`config.mk`:
```
export PLATFORM = sky130hd
export DESIGN_NAME = seg_scan_ctrl
export DESIGN_NICKNAME = d
export VERILOG_FILES = /design/src/rtl/seg_scan_ctrl_pkg.sv /design/src/rtl/seg_scan_ctrl_bin_2_7.sv /design/src/rtl/seg_scan_ctrl.sv
export SDC_FILE = /design/constraint.sdc
export NUM_CORES = 1
export LEC_CHECK = 0
export ABC_CLOCK_PERIOD_IN_PS = 6150
export BUFFER_PORTS_ARGS = -buffer_cell sky130_fd_sc_hd__buf_4
export CAP_MARGIN = 20
export CORE_MARGIN = 5
export CORE_UTILIZATION = 56
export DETAILED_ROUTE_END_ITERATION = 8
export PLACE_DENSITY_LB_ADDON = 0.1
export SYNTH_ARGS = -nofsm -noshare
export SYNTH_HDL_FRONTEND = slang
export SYNTH_SLANG_ARGS = --single-unit
```
`constraint.sdc`:
```
create_clock -name clk -period 6.15 [get_ports clk]
set_input_delay 0.9225 -clock clk [delete_from_list [all_inputs] [get_ports clk]]
set_output_delay 0.9225 -clock clk [all_outputs]
set_load 0.005 [all_outputs]
```
`src/rtl/seg_scan_ctrl_pkg.sv`:
```
// Shared definitions for the 7-segment scan controller: FSM encoding,
// the all-off segment pattern and the hex-to-segment table {a,b,c,d,e,f,g}.
package seg_scan_ctrl_pkg;

    typedef enum logic {
        ST_BLANK = 1'b0,
        ST_SHOW  = 1'b1
    } state_t;

    localparam logic [6:0] SEG_OFF = 7'b0000000;

    localparam logic [6:0] SEG_0 = 7'b1111110;
    localparam logic [6:0] SEG_1 = 7'b0110000;
    localparam logic [6:0] SEG_2 = 7'b1101101;
    localparam logic [6:0] SEG_3 = 7'b1111001;
    localparam logic [6:0] SEG_4 = 7'b0110011;
    localparam logic [6:0] SEG_5 = 7'b1011011;
    localparam logic [6:0] SEG_6 = 7'b1011111;
    localparam logic [6:0] SEG_7 = 7'b1110010;
    localparam logic [6:0] SEG_8 = 7'b1111111;
    localparam logic [6:0] SEG_9 = 7'b1111011;
    localparam logic [6:0] SEG_A = 7'b1110111;
    localparam logic [6:0] SEG_B = 7'b0011111;
    localparam logic [6:0] SEG_C = 7'b1001110;
    localparam logic [6:0] SEG_D = 7'b0111101;
    localparam logic [6:0] SEG_E = 7'b1001111;
    localparam logic [6:0] SEG_F = 7'b1000111;

    function automatic logic [6:0] hex_to_seg(input logic [3:0] hex);
        logic [6:0] seg;
        case (hex)
            4'h0:    seg = SEG_0;
            4'h1:    seg = SEG_1;
            4'h2:    seg = SEG_2;
            4'h3:    seg = SEG_3;
            4'h4:    seg = SEG_4;
            4'h5:    seg = SEG_5;
            4'h6:    seg = SEG_6;
            4'h7:    seg = SEG_7;
            4'h8:    seg = SEG_8;
            4'h9:    seg = SEG_9;
            4'hA:    seg = SEG_A;
            4'hB:    seg = SEG_B;
            4'hC:    seg = SEG_C;
            4'hD:    seg = SEG_D;
            4'hE:    seg = SEG_E;
            default: seg = SEG_F;
        endcase
        return seg;
    endfunction

endpackage

```
`src/rtl/seg_scan_ctrl_bin_2_7.sv`:
```
// Combinational hex-to-7-segment decoder shared by all digits of the scan.
import seg_scan_ctrl_pkg::*;

module bin_2_7 (
    input  logic [3:0] i_bin,
    output logic [6:0] o_seg
);

    assign o_seg = hex_to_seg(i_bin);

endmodule

```
`src/rtl/seg_scan_ctrl.sv`:
```
// Time-multiplexed scan controller for an NDIG-digit 7-segment display.
// Optional feature: define SEG_LZB_EN to blank leading zeros (digit 0 always shown).
import seg_scan_ctrl_pkg::*;

module seg_scan_ctrl #(
    parameter int NDIG      = 4,
    parameter int PRESC     = 1000,
    parameter int BLANK_CYC = 16,
    localparam int AW       = $clog2(NDIG)
) (
    input  logic            clk,
    input  logic            rst,
    input  logic            en,
    input  logic            wr_en,
    input  logic [AW-1:0]   wr_addr,
    input  logic [3:0]      wr_data,
    output logic [NDIG-1:0] an,
    output logic [6:0]      seg,
    output logic            frame_tick,
    output state_t          dbg_state
);

    localparam int MAXC = (PRESC > BLANK_CYC) ? PRESC : BLANK_CYC;
    localparam int CW   = $clog2(MAXC);

    state_t            r_state;
    logic [CW-1:0]     r_cnt;
    logic [AW-1:0]     r_idx;
    logic [3:0]        r_dig [NDIG];
    logic [NDIG-1:0]   r_an;
    logic [6:0]        r_seg;
    logic              r_wrap;
    logic              r_tick;

    state_t            w_state_nxt;
    logic [CW-1:0]     w_cnt_nxt;
    logic [AW-1:0]     w_idx_nxt;
    logic              w_wrap;
    logic              w_show;
    logic              w_addr_ok;
    logic              w_lz_blank;
    logic [6:0]        w_seg_dec;
    logic [NDIG-1:0]   w_an_nxt;
    logic [6:0]        w_seg_nxt;

    // Single shared decoder, fed by the digit currently selected by the scan index.
    bin_2_7 u_dec (
        .i_bin (r_dig[r_idx]),
        .o_seg (w_seg_dec)
    );

    assign w_addr_ok = (32'(wr_addr) < 32'(NDIG));

    always_comb begin
        w_state_nxt = r_state;
        w_cnt_nxt   = r_cnt + 1'b1;
        w_idx_nxt   = r_idx;
        w_wrap      = 1'b0;
        if (!en) begin
            w_state_nxt = ST_BLANK;
            w_cnt_nxt   = '0;
        end else begin
            case (r_state)
                ST_BLANK: begin
                    if (r_cnt == CW'(BLANK_CYC - 1)) begin
                        w_state_nxt = ST_SHOW;
                        w_cnt_nxt   = '0;
                    end
                end
                ST_SHOW: begin
                    if (r_cnt == CW'(PRESC - 1)) begin
                        w_state_nxt = ST_BLANK;
                        w_cnt_nxt   = '0;
                        if (r_idx == AW'(NDIG - 1)) begin
                            w_idx_nxt = '0;
                            w_wrap    = 1'b1;
                        end else begin
                            w_idx_nxt = r_idx + 1'b1;
                        end
                    end
                end
                default: begin
                    w_state_nxt = ST_BLANK;
                    w_cnt_nxt   = '0;
                end
            endcase
        end
    end

`ifdef SEG_LZB_EN
    logic [NDIG-1:0] w_lz;
    logic            v_zero;

    // w_lz[k]: digit k and every higher digit are zero; digit 0 is never blanked.
    always_comb begin
        w_lz   = '0;
        v_zero = 1'b0;
        for (int k = 1; k < NDIG; k++) begin
            v_zero = 1'b1;
            for (int j = k; j < NDIG; j++) begin
                v_zero = v_zero & (r_dig[j] == 4'h0);
            end
            w_lz[k] = v_zero;
        end
    end

    assign w_lz_blank = w_lz[r_idx];
`else
    assign w_lz_blank = 1'b0;
`endif

    // Gating with en makes the display go dark on the very edge en is seen low.
    assign w_show    = en && (r_state == ST_SHOW);
    assign w_an_nxt  = w_show ? (NDIG'(1) << r_idx) : '0;
    assign w_seg_nxt = (w_show && !w_lz_blank) ? w_seg_dec : SEG_OFF;

    always_ff @(posedge clk) begin
        if (rst) begin
            r_state <= ST_BLANK;
            r_cnt   <= '0;
            r_idx   <= '0;
            r_an    <= '0;
            r_seg   <= SEG_OFF;
            r_wrap  <= 1'b0;
            r_tick  <= 1'b0;
            for (int k = 0; k < NDIG; k++) begin
                r_dig[k] <= 4'h0;
            end
        end else begin
            r_state <= w_state_nxt;
            r_cnt   <= w_cnt_nxt;
            r_idx   <= w_idx_nxt;
            r_an    <= w_an_nxt;
            r_seg   <= w_seg_nxt;
            r_wrap  <= w_wrap;
            r_tick  <= r_wrap;
            if (wr_en && w_addr_ok) begin
                r_dig[wr_addr] <= wr_data;
            end
        end
    end

    assign an         = r_an;
    assign seg        = r_seg;
    assign frame_tick = r_tick;
    assign dbg_state  = r_state;

endmodule

```
==> PnR_summary.wiki, run 1 <==
{| class="wikitable"
! Metric !! Value
|-
| Aggregate routed wire length || 3.189 mm
|-
| Biggest fanout along the worst timing path || 5
|-
| Number of distinct library cells after synthesis || 36
|-
| Worst clock skew on the final layout || 0.01558 ns
|-
| Number of setup buffers added after CTS || 0
|-
| Summed negative setup slack over all endpoints || 0 ns
|-
| Part of the power in registers || 0.654
|-
| Quantity of gates resized following cts || 0
|-
| Pre-Repair DR Iteration Count || 4
|-
| Clock period minus worst slack || 2.147 ns
|-
| Prevailing post-synth register cell || sky130_fd_sc_hd__dfxtp_1
|-
| Routed length per placed instance || 13.12 um
|-
| Starting utilization of the core area || 0.5859
|-
| Run status || finished clean
|-
| Worst hold-check slack || 0.4526 ns
|-
| Post-CTS Hold Fix Bufs || 0
|-
| DRC || 0
|-
| Power Dens Cells || 216.2 mW/mm^2
|-
| Area growth from synthesis to layout || 12.32%
|-
| Largest net degree at the start of global routing || 15
|-
| Clk Latency, worst-skew pair || 0.34 ns
|-
| GP Congestion || 0.9008
|-
| Die area || 0.004805 mm^2
|-
| Longest individual stage delay on the worst path || 0.66 ns
|-
| Library cell contributing the largest single delay on the critical path || sky130_fd_sc_hd__mux4_1
|-
| Number of synthesized register bits || 44
|-
| Number of antenna-violating nets in the routed design || 0
|-
| Vertical die dimension || 69.32 um
|-
| Area leader, netlist || sky130_fd_sc_hd__dfxtp_1
|-
| HP Class || flop to flop
|-
| Internal cell power || 369.2 uW
|-
| Wire length of the first global-routing pass || 5.561 mm
|-
| Worst Setup Path Type || flop to flop
|-
| TritonCTS clock tree || yes
|-
| Number of nets in the layout || 215
|-
| Switching fraction of total power || 0.2282
|-
| Clock Path Buffers || 2
|-
| Clock Sinks || 44
|-
| Sequential element share of the synthesized area || 0.5283
|-
| Final Non-Filler Cells || 243
|-
| Worst Reg2Reg Path Length in Cells || 6
|-
| Mean area per synthesized cell || 11.39 um^2
|-
| Combinational fraction of design power || 0.080
|-
| Data required, critical path || 6.42 ns
|-
| Worst Hold Depth || 1
|-
| Antenna violations before repair || 0
|-
| Placed Cells incl. Taps || 235
|-
| Number of global-route vias before repair || 1188
|-
| Most common cell type on the critical path || sky130_fd_sc_hd__inv_1
|-
| Clock share of power || 0.265
|-
| TritonCTS Buffers || 5
|-
| Reg-to-reg slack, setup || 4.00 ns
|-
| Final slew viol count || 0
|-
| Critical path cell sequence || mux4_1 > inv_1 > ha_1 > inv_1 > mux4_2 > nor2_1
|-
| CP arrival || 2.42 ns
|-
| Slew @ Worst Pin || 0.6767 ns
|-
| Net switching power || 109.2 uW
|-
| Highest clock rate || 465.8 MHz
|-
| Worst hold endpoint || r_cnt[0]$_SDFF_PP0_
|-
| Warnings from Yosys || 0
|-
| Instance count of the mapped netlist || 173
|-
| Number of H-tree branching levels || 2
|-
| Yosys top cell area share || 0.2844
|-
| Synthesized area || 0.001971 mm^2
|-
| Endpoint class of the critical path || flop
|-
| Rows || 21
|-
| Remaining max-slew budget at the tightest pin || 0.5454
|-
| Chip Width || 69.32 um
|-
| Hpwl dp || 2.491 mm
|-
| Final number of hold-violating endpoints || 0
|-
| Fraction of final layout cells sized beyond drive strength 1 || 0.2183
|-
| Std-Cell Core Area || 0.003363 mm^2
|-
| Diodes inserted || 0
|-
| Share of flip-flops with an asynchronous set or reset || 0
|-
| CP Launch Type || flop
|-
| Setup repair after global routing missed its margin || false
|-
| Startpoint of the tightest hold check path || r_cnt[0]$_SDFF_PP0_
|-
| Reported leakage power || 0.0008726 uW
|-
| # setup viols final || 0
|-
| Routed via count divided by cell count || 5.267
|-
| Syn Nets || 192
|-
| Overall Global Routing Usage || 0.1452
|-
| Vias after detailed routing || 1280
|-
| Cells taking the most area after synthesis || sky130_fd_sc_hd__dfxtp_1 28%, sky130_fd_sc_hd__edfxtp_1 24%, sky130_fd_sc_hd__and2_1 5.7%
|-
| Number of buffers added on ports || 22
|-
| Master cell of the clock root buffer || sky130_fd_sc_hd__clkbuf_4
|-
| Post-synth EDFFs || 16
|-
| Detailed Route Iter0 Violations || 126
|-
| Max-cap check violation count || 0
|-
| Clock transition at path regs || 0.12 ns
|-
| Worst reg2reg endpoint || seg[3]$_SDFF_PP0_
|-
| Tcrit/Tclk final || 0.3491
|-
| Total congestion overflow || 0
|-
| Number of placed I/O pins || 23
|-
| Peak supply drop || 0.0001324 V
|}
==> layout make-up <==
| type | count | area [um^2] |
|---|---|---|
| fillers | 299 | 1150 |
| flip-flops and latches | 44 | 1041 |
| multi-input cells | 113 | 860.8 |
| repair buffers | 22 | 165.2 |
| well taps | 46 | 57.56 |
| clock buffers | 5 | 37.54 |
| inverters | 10 | 37.54 |
| clock inverters | 3 | 13.76 |
==> placed cells by master, fill, tap and decap left out, types with 4 or more instances in the layout <==
cell | synthesis | layout
sky130_fd_sc_hd__inv_1 | 10 | 10
sky130_fd_sc_hd__nor3_1 | 11 | 11
sky130_fd_sc_hd__ha_1 | 9 | 9
sky130_fd_sc_hd__clkbuf_4 | 0 | 5
sky130_fd_sc_hd__dfxtp_1 | 28 | 28
sky130_fd_sc_hd__a31o_2 | 4 | 4
sky130_fd_sc_hd__a21oi_1 | 4 | 4
sky130_fd_sc_hd__and2_1 | 18 | 18
sky130_fd_sc_hd__buf_4 | 0 | 22
sky130_fd_sc_hd__xnor2_1 | 5 | 5
sky130_fd_sc_hd__nor2_1 | 18 | 18
sky130_fd_sc_hd__edfxtp_1 | 16 | 16
sky130_fd_sc_hd__nand4_1 | 4 | 4
==> per-stage QoR <==
stage	instance area [um^2]	worst slack (ns)	total power (uW)	util
4_1_cts	2213	3.997	484.9	0.6581
3_5_place_dp	2162	4.018	358.5	0.6429
2_1_floorplan	1971	4.182	345.9	-
3_3_place_gp	2162	4.124	356.6	0.6429
5_1_grt	2213	3.824	503.7	0.6581
6_report	2213	4.003	478.4	0.6581
==> synth_stat cells, drive strengths merged, types with 4 or more instances <==
cell type / instances
mux4: 5
clkbuf: 4
a21oi: 4
a31o: 4
a221oi: 4
nand4: 4
edfxtp: 16
nor2b: 4
xnor2: 5
nor3: 11
and2: 19
ha: 9
inv: 10
nor2: 18
dfxtp: 28
==> routing by layer <==
layer | global-route usage | vias up | part of all wire
met5 | 0 | - | 0
met4 | 0.07158 | 0 | 0.0060
met3 | 0.04493 | 2 | 0.075
met2 | 0.2235 | 39 | 0.47
met1 | 0.1842 | 584 | 0.45
li1 | - | 655 | -
==> kinds of logic after synthesis <==
| group | after synthesis | synth area share |
|---|---|---|
| AO/OA/AOI/OAI | 17 | 0.07111 |
| adder cells (fa/ha/maj) | 9 | 0.05714 |
| multiplexers | 6 | 0.06603 |
| AND/OR/NAND/NOR | 73 | 0.2070 |
| XOR/XNOR | 8 | 0.03556 |
| flip-flops | 44 | 0.5283 |
| buffers and inverters | 16 | 0.03492 |
==> critical path, delay by kind of cell, from the launching register on <==
kind | cells | cell delay (ns)
AND/OR/NAND/NOR | 1 | 0.11
flip-flops | 1 | 0.46
adder cells (fa/ha/maj) | 1 | 0.19
multiplexers | 2 | 1.09
buffers and inverters | 2 | 0.23
==> worst max-delay path by stage <==
stage	startpoint	endpoint	slack (ns)	depth (start not counted)
final	flop	seg[3]$_SDFF_PP0_	4.00	6
after global routing	flop	seg[3]$_SDFF_PP0_	3.82	6
after CTS	flop	seg[3]$_SDFF_PP0_	4.00	6
after detailed placement	flop	seg[3]$_SDFF_PP0_	4.02	6
after global placement	flop	seg[3]$_SDFF_PP0_	4.12	6
after floorplan	rst	r_dig[0][0]$_SDFFCE_PN0P_	4.18	4
==> sequential cells by signal (all words and copies together) (netlist names), named ones only <==
register    count
r_dig          16
r_cnt          10
seg             7
an              4
r_idx           2
dbg_state       1
frame_tick      1
r_wrap          1
==> power groups by stage <==
stage,clock [uW],combinational [uW],sequential [uW]
finish,127,38.5,313
global route,147,43.0,314
CTS,133,38.6,313
detailed placement,0,38.5,320
global placement,0,36.9,320
floorplan,0,27.8,318
No activity file was read; power rests on OpenSTA's default activity.
==> inputs of run 2 (changes only) <==
- ABC_CLOCK_PERIOD_IN_PS: 6150 -> 2200
- clock period: 6.15 -> 2.2 ns (I/O delays scaled with it)
==> PnR_summary.wiki, run 2 (same netlist as run 1, synthesis figures left out) <==
{| class="wikitable"
! Metric !! Value
|-
| Data required, critical path || 2.49 ns (was 6.42 ns)
|-
| Library cell contributing the largest single delay on the critical path || sky130_fd_sc_hd__mux4_1 (unchanged)
|-
| Number of antenna-violating nets in the routed design || 0 (unchanged)
|-
| Summed negative setup slack over all endpoints || 0 ns (unchanged)
|-
| Worst Reg2Reg Path Length in Cells || 6 (unchanged)
|-
| Clock Path Buffers || 2 (unchanged)
|-
| Diodes inserted || 0 (unchanged)
|-
| CP Launch Type || flop (unchanged)
|-
| DRC || 0 (unchanged)
|-
| Biggest fanout along the worst timing path || 5 (unchanged)
|-
| Number of global-route vias before repair || 1262 (was 1188)
|-
| Clock share of power || 0.269 (was 0.265)
|-
| Final instance area || 0.002227 mm^2 (was 0.002213 mm^2)
|-
| Setup repair after global routing missed its margin || false (unchanged)
|-
| Placed inst area || 0.002177 mm^2 (was 0.002162 mm^2)
|-
| Commonest non-fill, non-tap cell in the layout || sky130_fd_sc_hd__dfxtp_1 (unchanged)
|-
| Highest clock rate || 495.8 MHz (was 465.8 MHz)
|-
| Power Dens Cells || 605.1 mW/mm^2 (was 216.2 mW/mm^2)
|-
| Total congestion overflow || 0 (unchanged)
|-
| Number of H-tree branching levels || 2 (unchanged)
|-
| Most common cell type on the critical path || sky130_fd_sc_hd__inv_1 (unchanged)
|-
| Tcrit/Tclk final || 0.9167 (was 0.3491)
|-
| Fraction of final layout cells sized beyond drive strength 1 || 0.2211 (was 0.2183)
|-
| GP Congestion || 0.8719 (was 0.9008)
|-
| Register with the most flip-flops || r_dig (unchanged)
|-
| Starting utilization of the core area || 0.5859 (unchanged)
|-
| Routed via count divided by cell count || 5.371 (was 5.267)
|-
| Utilization after layout || 0.6622 (was 0.6581)
|-
| Run status || finished clean (unchanged)
|-
| Net switching power || 307.4 uW (was 109.2 uW)
|-
| Wire length of the first global-routing pass || 5.540 mm (was 5.561 mm)
|-
| Peak supply drop || 0.0003766 V (was 0.0001324 V)
|-
| Reported leakage power || 0.0008817 uW (was 0.0008726 uW)
|-
| Longest individual stage delay on the worst path || 0.66 ns (about the same)
|-
| Master cell of the clock root buffer || sky130_fd_sc_hd__clkbuf_4 (unchanged)
|-
| Critical path cell sequence || mux4_1 > inv_1 > ha_1 > inv_1 > mux4_2 > nor2_1 (unchanged)
|-
| Final number of hold-violating endpoints || 0 (unchanged)
|-
| Largest net degree at the start of global routing || 15 (unchanged)
|-
| Hpwl dp || 2.470 mm (was 2.491 mm)
|-
| CP arrival || 2.30 ns (was 2.42 ns)
|-
| Detailed Route Iter0 Violations || 94 (was 126)
|-
| Worst Hold Depth || 2 (was 1)
|-
| Clk Latency, worst-skew pair || 0.35 ns (was 0.34 ns)
|-
| Clock transition at path regs || 0.12 ns (about the same)
|-
| Reg-to-reg slack, setup || 0.18 ns (was 4.00 ns)
|-
| Number of buffers added on ports || 22 (unchanged)
|-
| Std-Cell Core Area || 0.003363 mm^2 (unchanged)
|-
| Clock period minus worst slack || 2.017 ns (was 2.147 ns)
|-
| Worst clock skew on the final layout || 0.004824 ns (was 0.01558 ns)
|-
| Vias after detailed routing || 1316 (was 1280)
|-
| Post-CTS Hold Fix Bufs || 0 (unchanged)
|-
| Antenna violations before repair || 0 (unchanged)
|-
| Endpoint class of the critical path || flop (unchanged)
|-
| Rows || 21 (unchanged)
|-
| Commonest non-fill, non-tap cells in the layout || 27 x sky130_fd_sc_hd__dfxtp_1, 24 x sky130_fd_sc_hd__buf_4, 18 x sky130_fd_sc_hd__and2_1, 18 x sky130_fd_sc_hd__nor2_1, 16 x sky130_fd_sc_hd__edfxtp_1 (was 28 x sky130_fd_sc_hd__dfxtp_1, 22 x sky130_fd_sc_hd__buf_4, 18 x sky130_fd_sc_hd__and2_1, 18 x sky130_fd_sc_hd__nor2_1, 16 x sky130_fd_sc_hd__edfxtp_1)
|-
| Area growth from synthesis to layout || 13.02% (was 12.32%)
|-
| Number of nets in the layout || 217 (was 215)
|-
| # setup viols final || 0 (unchanged)
|-
| Worst Setup Path Type || flop to flop (unchanged)
|-
| Post-layout power || 1348 uW (was 478.4 uW)
|-
| Part of the power in registers || 0.650 (was 0.654)
|-
| Pre-Repair DR Iteration Count || 4 (unchanged)
|-
| Max-cap check violation count || 0 (unchanged)
|-
| Chip Width || 69.32 um (unchanged)
|-
| Remaining max-slew budget at the tightest pin || 0.6256 (was 0.5454)
|-
| Clock Sinks || 44 (unchanged)
|-
| TritonCTS clock tree || yes (unchanged)
|-
| TritonCTS Buffers || 5 (unchanged)
|-
| Number of placed I/O pins || 23 (unchanged)
|-
| HP Class || input port to flop (was flop to flop)
|-
| Die area || 0.004805 mm^2 (unchanged)
|-
| Combinational fraction of design power || 0.081 (was 0.080)
|-
| Max FFs per register || 16 (unchanged)
|-
| Switching fraction of total power || 0.2281 (was 0.2282)
|-
| Aggregate routed wire length || 3.219 mm (was 3.189 mm)
|-
| Vertical die dimension || 69.32 um (unchanged)
|-
| Internal cell power || 1040 uW (was 369.2 uW)
|-
| Routed length per placed instance || 13.14 um (was 13.12 um)
|-
| Slew @ Worst Pin || 0.5599 ns (was 0.6767 ns)
|-
| Overall Global Routing Usage || 0.1433 (was 0.1452)
|-
| Final slew viol count || 0 (unchanged)
|}
[run 2: cell types whose count changed in the layout (fill, tap and decap cells not counted), sizes merged]
cell	before	now
clkbuf	5	7
clkinv	2	1
buf	22	24
clkinvlp	1	0
[run 2: cell type report]
class | count | area, um^2
Fill cell | 285 | 1136
Sequential cell | 44 | 1042
Timing Repair Buffer | 24 | 180.2
Tap cell | 46 | 57.56
Multi-Input combinational cell | 113 | 860.8
Clock buffer | 7 | 45.04
Clock inverter | 1 | 3.754
Inverter | 10 | 37.54
[run 2: worst paths after layout]
kind	startpoint	end
setup / recovery	flop	seg[3]$_SDFF_PP0_
hold / removal	rst	frame_tick$_SDFF_PP0_
setup reg to reg	flop	seg[3]$_SDFF_PP0_
hold reg to reg	r_cnt[0]$_SDFF_PP0_	r_cnt[0]$_SDFF_PP0_
[run 2: critical path: cells and delay by family (launching register included)]
family	cells	cell delay (ns)
adders and majority gates	1	0.16
buffers and inverters	2	0.20
DFF	1	0.41
muxes	2	1.10
and+or+nand+nor	1	0.09
[run 2: metal layers]
metal	global-route usage	wire length, um	vias up
met4	0.06508	57	0
met2	0.2405	1510	34
met3	0.04783	174	6
met5	0	0	-
met1	0.1645	1477	616
li1	-	-	660
[run 2: through the flow]
| step | setup slack [ns] | cells | hold slack [ns] |
|---|---|---|---|
| finish | 0.1832 | 245 | 0.2107 |
| global placement | 0.1952 | 237 | 0.4249 |
| global route | 0.09103 | 245 | 0.1986 |
| CTS | 0.09437 | 245 | 0.1964 |
| floorplan | 0.2468 | 173 | 0.4138 |
| detailed placement | 0.1320 | 237 | 0.4336 |
[run 2: repair_timing]
item | CTS | global route
resized for setup | 0 | 1
setup buffers | 0 | 0
endpoints found under the setup margin | 0 | 1
[run 2: power groups by stage]
stage / Clock, uW / Combinational, uW / Sequential (uW)
finish: 363 / 109 / 875
global route: 413 / 121 / 877
CTS: 374 / 109 / 876
detailed placement: 0 / 109 / 894
global placement: 0 / 105 / 892
floorplan: 0 / 77.7 / 889
==> inputs of run 3 (changes only) <==
- CORE_MARGIN: 5 -> 2
==> PnR_summary.wiki, run 3 (same netlist as run 1, synthesis figures left out) <==
{| class="wikitable"
! Metric !! Value
|-
| Biggest fanout along the worst timing path || 4 (was 5)
|-
| Power Dens Cells || 739.4 mW/mm^2 (was 605.1 mW/mm^2)
|-
| Number of placed I/O pins || 23 (unchanged)
|-
| Clock transition at path regs || 0.12 ns (about the same)
|-
| Wire length of the first global-routing pass || 5.664 mm (was 5.540 mm)
|-
| Startpoint of the tightest hold check path || rst (unchanged)
|-
| Setup repair after global routing missed its margin || false (unchanged)
|-
| Commonest non-fill, non-tap cell in the layout || sky130_fd_sc_hd__dfxtp_1 (unchanged)
|-
| Detailed-route wire length on metal 1 || 1.420 mm (was 1.477 mm)
|-
| Tcrit/Tclk final || 0.9098 (was 0.9167)
|-
| Data required, critical path || 2.48 ns (was 2.49 ns)
|-
| Clock Path Buffers || 2 (unchanged)
|-
| Rows || 21 (unchanged)
|-
| Post-layout power || 1702 uW (was 1348 uW)
|-
| Worst Reg2Reg Path Length in Cells || 4 (was 6)
|-
| CP Launch Type || flop (unchanged)
|-
| Highest clock rate || 499.6 MHz (was 495.8 MHz)
|-
| Worst Hold Depth || 2 (unchanged)
|-
| Routed length per placed instance || 13.19 um (was 13.14 um)
|-
| Placed inst area || 0.002177 mm^2 (unchanged)
|-
| Area growth from synthesis to layout || 16.83% (was 13.02%)
|-
| Clk Latency, worst-skew pair || 0.34 ns (was 0.35 ns)
|-
| Post-CTS Hold Fix Bufs || 0 (unchanged)
|-
| # setup viols final || 0 (unchanged)
|-
| HP Class || input port to flop (unchanged)
|-
| Clock Sinks || 44 (unchanged)
|-
| Peak supply drop || 0.0004299 V (was 0.0003766 V)
|-
| Vias after detailed routing || 1317 (was 1316)
|-
| GP Congestion || 0.8110 (was 0.8719)
|-
| Number of nets in the layout || 217 (unchanged)
|-
| Worst Setup Path Type || flop to flop (unchanged)
|-
| Final instance area || 0.002302 mm^2 (was 0.002227 mm^2)
|-
| Met2 WL || 1.602 mm (was 1.510 mm)
|-
| Max-cap check violation count || 0 (unchanged)
|-
| Aggregate routed wire length || 3.232 mm (was 3.219 mm)
|-
| Antenna violations before repair || 0 (unchanged)
|-
| Max FFs per register || 16 (unchanged)
|-
| Remaining max-slew budget at the tightest pin || 0.6263 (was 0.6256)
|-
| Summed negative setup slack over all endpoints || 0 ns (unchanged)
|-
| CP arrival || 2.28 ns (was 2.30 ns)
|-
| Commonest non-fill, non-tap cells in the layout || 27 x sky130_fd_sc_hd__dfxtp_1, 24 x sky130_fd_sc_hd__buf_4, 18 x sky130_fd_sc_hd__and2_1, 18 x sky130_fd_sc_hd__nor2_1, 16 x sky130_fd_sc_hd__edfxtp_1 (unchanged)
|-
| Number of H-tree branching levels || 2 (unchanged)
|-
| Master cell of the clock root buffer || sky130_fd_sc_hd__clkbuf_4 (unchanged)
|-
| Pre-Repair DR Iteration Count || 7 (was 4)
|-
| TritonCTS clock tree || yes (unchanged)
|-
| Worst hold endpoint || frame_tick$_SDFF_PP0_ (unchanged)
|-
| Detail Route met3 WL || 150 um (was 174 um)
|-
| Post-route setup slack || 0.1984 ns (was 0.1832 ns)
|-
| Reg-to-reg slack, setup || 0.20 ns (was 0.18 ns)
|-
| Std-Cell Core Area || 0.003363 mm^2 (unchanged)
|-
| Die area || 0.004009 mm^2 (was 0.004805 mm^2)
|-
| Starting utilization of the core area || 0.5859 (unchanged)
|-
| Highest Signal Layer || met4 (unchanged)
|-
| Final slew viol count || 0 (unchanged)
|-
| Overall Global Routing Usage || 0.1791 (was 0.1433)
|-
| Clock period minus worst slack || 2.002 ns (was 2.017 ns)
|-
| Vertical die dimension || 63.32 um (was 69.32 um)
|-
| Worst clock skew on the final layout || 0.005421 ns (was 0.004824 ns)
|-
| Diodes inserted || 0 (unchanged)
|-
| Final number of hold-violating endpoints || 0 (unchanged)
|-
| Register with the most flip-flops || r_dig (unchanged)
|-
| Reported leakage power || 0.0009167 uW (was 0.0008817 uW)
|-
| Fraction of final layout cells sized beyond drive strength 1 || 0.2412 (was 0.2211)
|-
| Run status || finished clean (unchanged)
|-
| Endpoint class of the critical path || flop (unchanged)
|-
| Utilization after layout || 0.6845 (was 0.6622)
|-
| Chip Width || 63.32 um (was 69.32 um)
|-
| Worst reg2reg endpoint || seg[3]$_SDFF_PP0_ (unchanged)
|-
| Slew @ Worst Pin || 0.5589 ns (was 0.5599 ns)
|-
| Routed via count divided by cell count || 5.376 (was 5.371)
|-
| Number of antenna-violating nets in the routed design || 0 (unchanged)
|-
| Number of buffers added on ports || 22 (unchanged)
|-
| Pre-CTS setup slack || 0.1182 ns (was 0.1320 ns)
|-
| Largest net degree at the start of global routing || 15 (unchanged)
|-
| DRC || 0 (unchanged)
|-
| Total congestion overflow || 0 (unchanged)
|-
| TritonCTS Buffers || 5 (unchanged)
|-
| Number of global-route vias before repair || 1321 (was 1262)
|-
| Detailed Route Iter0 Violations || 94 (unchanged)
|-
| Hpwl dp || 2.454 mm (was 2.470 mm)
|}
## run 3: changes by cell type in the layout (fill, tap and decap cells not counted)
cell / before / now
sky130_fd_sc_hd__mux4_2: 3 / 4
sky130_fd_sc_hd__mux4_1: 2 / 1
sky130_fd_sc_hd__clkbuf_1: 2 / 0
sky130_fd_sc_hd__bufinv_16: 0 / 3
sky130_fd_sc_hd__clkinv_1: 1 / 0
## run 3: cell type report
type | instances | area (um^2)
clock inverter | 3 | 90.09
multi-input combinational | 113 | 857.1
sequential | 44 | 1042
tap | 46 | 57.56
fill | 290 | 1061
clock buffer | 5 | 37.54
timing repair buffer | 24 | 180.2
inverter | 10 | 37.54
## run 3: repair_timing
item	CTS	global route
setup buffers	0	0
resized for setup	0	2
endpoints found under the setup margin	0	1
## run 3: through the flow
stage / cells / hold WS, ns
after global placement: 237 / 0.4252
after floorplan: 173 / 0.4138
after global routing: 245 / 0.1996
after detailed placement: 237 / 0.4300
final: 245 / 0.2147
after CTS: 245 / 0.2009
## run 3: report_power, final
| part | switching, uW | internal [uW] | leakage [uW] | total (uW) |
|---|---|---|---|---|
| logic | 61.0 | 49.8 | 0.000469 | 111 |
| clock network | 247 | 468 | 0.0000654 | 715 |
| registers | 9.11 | 868 | 0.000382 | 877 |
## run 3: routing by layer
metal  global-route usage  vias up
met2               0.3039       37
met3              0.05357        8
met5                    0        -
met4              0.06522        0
li1                     -      661
met1               0.2149      611
## run 3: worst max-delay path by stage
stage          startpoint  slack [ns]  depth (start not counted)           endpoint
4_1_cts              flop        0.08                          6  seg[3]$_SDFF_PP0_
6_report             flop        0.20                          4  seg[3]$_SDFF_PP0_
3_3_place_gp         flop        0.19                          6  seg[3]$_SDFF_PP0_
3_5_place_dp         flop        0.12                          6  seg[3]$_SDFF_PP0_
2_1_floorplan        flop        0.25                          6  seg[3]$_SDFF_PP0_
5_1_grt              flop        0.05                          6  seg[3]$_SDFF_PP0_
## run 3: critical path: stages (launching register included)
cell                      delay [ns]
sky130_fd_sc_hd__dfxtp_2        0.41
sky130_fd_sc_hd__mux4_1         0.66
sky130_fd_sc_hd__ha_1           0.30
sky130_fd_sc_hd__mux4_2         0.48
sky130_fd_sc_hd__nor2_1         0.09
